==> config.mk <==
export PLATFORM = sky130hd
export DESIGN_NAME = day_night_sequencer
export DESIGN_NICKNAME = d
export VERILOG_FILES = /design/src/rtl/day_night_sequencer.sv
export SDC_FILE = /design/constraint.sdc
export NUM_CORES = 1
export LEC_CHECK = 0
export CORE_ASPECT_RATIO = 0.9
export CORE_UTILIZATION = 40
export DETAILED_ROUTE_END_ITERATION = 8
export GPL_TIMING_DRIVEN = 1
export PLACE_DENSITY = 0.61
export SYNTH_ARGS = -nofsm -noshare
export SYNTH_HDL_FRONTEND = slang
export SYNTH_SLANG_ARGS = --single-unit
==> constraint.sdc <==
create_clock -name clk -period 4.3 [get_ports clk]
set_input_delay 0.86 -clock clk [delete_from_list [all_inputs] [get_ports clk]]
set_output_delay 0.86 -clock clk [all_outputs]
set_load 0.05 [all_outputs]
==> src/rtl/day_night_sequencer.sv <==
// Day/night fade sequencer: watches the game score, schedules nights and
// steps a 4-bit fade level at a fixed prescaled cadence.
module day_night_sequencer #(
    parameter int unsigned PERIOD      = 700,
    parameter int unsigned DARK_SPAN   = 150,
    parameter int unsigned STEP_CYCLES = 8388608
) (
    input  logic        clk,
    input  logic        rst,
    input  logic        running,
    input  logic [13:0] game_score,
    output logic [3:0]  fade_level,
    output logic        is_night,
    output logic        fading
);

    localparam int unsigned CNT_W = $clog2(STEP_CYCLES);
    localparam logic [CNT_W-1:0] CNT_MAX  = CNT_W'(STEP_CYCLES - 1);
    localparam logic [14:0]      PERIOD_W = 15'(PERIOD);
    localparam logic [15:0]      SPAN_W   = 16'(DARK_SPAN);

    typedef enum logic [1:0] {
        LIGHT    = 2'd0,
        TO_DARK  = 2'd1,
        DARK     = 2'd2,
        TO_LIGHT = 2'd3
    } state_t;

    state_t           state;
    logic [CNT_W-1:0] cnt;
    logic [14:0]      next_dark;
    logic [14:0]      dark_start;
    logic [13:0]      last_score;

    logic             tick_c;
    logic [14:0]      score_c;
    logic [15:0]      dark_end_c;
    logic             onset_c;
    logic             end_c;

    assign tick_c     = (cnt == CNT_MAX);
    assign score_c    = {1'b0, game_score};
    // One bit wider so the night-end threshold cannot wrap.
    assign dark_end_c = {1'b0, dark_start} + SPAN_W;
    assign onset_c    = (state == LIGHT || state == TO_LIGHT) && (score_c >= next_dark);
    assign end_c      = (state == TO_DARK || state == DARK) && ({1'b0, score_c} >= dark_end_c);

    always_ff @(posedge clk or posedge rst) begin
        if (rst) begin
            state      <= LIGHT;
            fade_level <= 4'd0;
            is_night   <= 1'b0;
            fading     <= 1'b0;
            cnt        <= '0;
            next_dark  <= PERIOD_W;
            dark_start <= 15'd0;
            last_score <= 14'd0;
        end else if (running) begin
            last_score <= game_score;
            cnt        <= tick_c ? '0 : cnt + CNT_W'(1);

            if (game_score < last_score) begin
                // Score went backwards: a new game started.
                state      <= LIGHT;
                fade_level <= 4'd0;
                is_night   <= 1'b0;
                fading     <= 1'b0;
                next_dark  <= PERIOD_W;
                dark_start <= 15'd0;
            end else if (onset_c) begin
                state      <= TO_DARK;
                is_night   <= 1'b1;
                fading     <= 1'b1;
                dark_start <= next_dark;
                next_dark  <= next_dark + PERIOD_W;
            end else if (end_c) begin
                state    <= TO_LIGHT;
                is_night <= 1'b0;
                fading   <= 1'b1;
            end else if (tick_c) begin
                // Steps clamp at the rails so a reversed ramp can never wrap.
                case (state)
                    TO_DARK: begin
                        if (fade_level >= 4'd14) begin
                            fade_level <= 4'd15;
                            state      <= DARK;
                            fading     <= 1'b0;
                        end else begin
                            fade_level <= fade_level + 4'd1;
                        end
                    end
                    TO_LIGHT: begin
                        if (fade_level <= 4'd1) begin
                            fade_level <= 4'd0;
                            state      <= LIGHT;
                            fading     <= 1'b0;
                        end else begin
                            fade_level <= fade_level - 4'd1;
                        end
                    end
                    default: ;
                endcase
            end
        end
    end

endmodule
==> run_results.csv <==
group,metric,value,unit
critical_path,crit_buf_inv,1,
clock_tree,clk_pin_slew,0.06,ns
min_path,min_path_cells,1,
sta,maxSlewHeadroom,0.404,
floorplanning,start_util,0.413,
floorplanning,pin_count,23,
grt,track_usage,0.182,
synthesis,synth_area,4490,µm²
min_path,hold_path_class,"register to register",
synthesis,dominantRegCellSynth,"dfrtp_1",
synthesis,synth_warnings,0,
clock_tree,cts_setup_buffers,0,
routing,vias,3479,
sta,skew,0.00817,ns
cells_and_area,diodes,0,
power_and_ir_drop,finalPower,2.51,mW
sta,maxSlewViolCount,0,
job,max_cap_viol_count,0,
sta,fin_crit,3.67,ns
synthesis,yosysUniqueCellTypes,54,
grt,grt_pass1_wl,16600,µm
floorplanning,die_area,11600,µm²
clock_tree,cts-buffers-inserted,9,
synthesis,yosys-mux-area-fraction,0.0162,
cells_and_area,final_cell_mix,"dfrtp_1 (66), nand2_1 (55), ha_1 (48), inv_1 (41), nor2_1 (39)",
clock_tree,root_buffer,"clkbuf_16",
critical_path,crit_path_end,"fade_level[1]",
routing,wl_per_cell,14.8,µm
critical_path,cp-end-kind,"register",
place,gp_congestion,0.828,
critical_path,cp_common_cell,"o21ai_0",
sta,whs,0.474,ns
routing,drc,0,
critical_path,crit-reg2reg-launch,"dark_start[1]",
grt,grt_overflow_total,0,
grt,grt_max_degree,73,
critical_path,startpoint_type,"register",
sta,worst_pin_slew,0.895,ns
power_and_ir_drop,leakagePower,2.38,nW
floorplanning,die_x,114,µm
grt,antenna_found_initial,0,
sta,setup_violations,0,
synthesis,synth-seq-area-share,0.403,
clock_tree,clock_latency,0.33,ns
clock_tree,cts_resized,0,
clock_tree,htreeDepth,3,
critical_path,r2r_cells,15,
critical_path,crit_fanout,5,
synthesis,syn_avg_cell_area,9.27,µm²
floorplanning,die_h,102,µm
cells_and_area,syn2layout_area_growth,15.4,%
cells_and_area,nNetsFinal,573,
sta,fmax,0.273,GHz
routing,ant_nets,0,
synthesis,ys_seq_elements,72,
sta,fin_crit_sh,0.853,
clock_tree,cts_buffer_depth,2,
critical_path,rrSetupSlack,0.63,ns
critical_path,critPathKind,"register to register",
clock_tree,cts.sinks,72,
synthesis,synth_compound_area_frac,0.148,
synthesis,synthXorXnorAreaFrac,0.0762,
synthesis,ys_async_sr_fraction,1.00,
synthesis,syn_inst,484,
cells_and_area,mostFrequentLayoutCell,"dfrtp_1",
critical_path,slowest_delay,0.41,ns
sta,rsz0062_at_grt,"false",
sta,finalSetupTns,0,ns
critical_path,rr_endpoint,"fade_level[1]",
clock_tree,tritoncts,"built",
synthesis,synthSimpleGateAreaFrac,0.175,
routing,first_pass_iters,4,
critical_path,startpoint,"dark_start[1]",
grt,grt_pass1_vias,3392,
critical_path,crit_chain,"inv_1 -> ha_1 -> nor2b_1 -> o211ai_1 -> nand2b_1 -> nand3_1 -> xor2_1 -> ha_1 -> a211oi_1 -> o21ai_0 -> o21ai_0 -> o21ai_0 -> a21oi_2 -> nor4b_4 -> mux2i_1",
synthesis,syn_nets,549,
critical_path,arrival,3.92,ns
critical_path,worst-path-stages,15,
sta,hold_viol,0,
critical_path,path_delay_family,"compound AO/OA/AOI/OAI gates",
place,hpwlAfterDp,7390,µm
power_and_ir_drop,peakVddDrop,0.271,mV
status,outcome,"complete, no violations",
routing,drt_iter0_drc,254,
synthesis,synth_edf_count,0,
synthesis,yosys.area_share.adder,0.134,
place,io_buffer_count,22,
sta,setup_slack,0.630,ns
floorplanning,row_count,36,
power_and_ir_drop,p_per_area,485,nW/µm²
critical_path,required,4.56,ns
clock_tree,postCtsHoldBufs,0,
critical_path,slowest_stage,"dfrtp_1",
routing,avgViaCountPerCell,5.23,
routing,wirelength,9830,µm
synthesis,synth_top_family_by_area,"simple AND/OR/NAND/NOR gates",
place,dpl_worst_slack,0.615,ns
cells_and_area,drive_gt1_frac,0.0721,
floorplanning,coreArea,10900,µm²
cell type report:
type,instances,area (µm²)
multi-input combinational,357,2460
fill,1022,5680
tap,152,190
sequential,72,1810
clock buffer,11,243
timing repair buffer,26,250
inverter,42,158
clock inverter,5,62.6
Yosys cell counts, types with 4 or more instances:
library cell,number,share of area
a21o_1,4,0.0067
a21oi_1,25,0.028
a22o_1,11,0.021
and3_1,7,0.0098
buf_2,4,0.0045
clkbuf_1,8,0.0067
dfrtp_1,66,0.37
dfstp_2,6,0.035
ha_1,48,0.13
inv_1,42,0.035
mux2i_1,5,0.011
nand2_1,55,0.046
nand2b_1,4,0.0056
nand3_1,18,0.020
nand4_1,9,0.013
nor2_1,39,0.033
nor2b_1,6,0.0084
nor3_1,5,0.0056
o211ai_1,5,0.0084
o21ai_0,34,0.038
xnor2_1,23,0.045
xor2_1,16,0.031
how the worst min path moves through the flow:
stage | start | end
after CTS | cnt[16] | cnt[16]
after global placement | cnt[16] | cnt[16]
after detailed placement | cnt[16] | cnt[16]
after global routing | cnt[12] | cnt[12]
after floorplan | cnt[16] | cnt[16]
final | cnt[16] | cnt[16]
per-layer routing:
metal | global-route usage | part of all wire
met1 | 0.261 | 0.52
met5 | 0 | 0
met3 | 0.0344 | 0.045
met2 | 0.280 | 0.43
met4 | 0.0506 | 0.0084
flip-flops by register name, summed over array words and instances (netlist names):
name,count
cnt,23
dark_start,14
fade_level,4
fading,1
is_night,1
last_score,14
next_dark,13
state,2
stage by stage:
stage,instance area (µm²),util,instances
after floorplan,4490,-,484
after global placement,4870,0.449,649
after detailed placement,4870,0.449,649
after CTS,5180,0.477,665
after global routing,5180,0.477,665
final,5180,0.477,665
logic make-up after synthesis:
kind of cell,Yosys count
compound gates,103
xor+xnor,39
fa+ha+maj,48
buf+inv,55
flops,72
mux,7
simple gates,160
power breakdown:
part / total, mW / internal (mW) / leakage [nW] / switching (mW)
clock: 0.774 / 0.470 / 0.143 / 0.304
sequential: 0.948 / 0.811 / 0.921 / 0.138
combinational: 0.790 / 0.338 / 1.32 / 0.453
(Power assumes the default switching activity.)
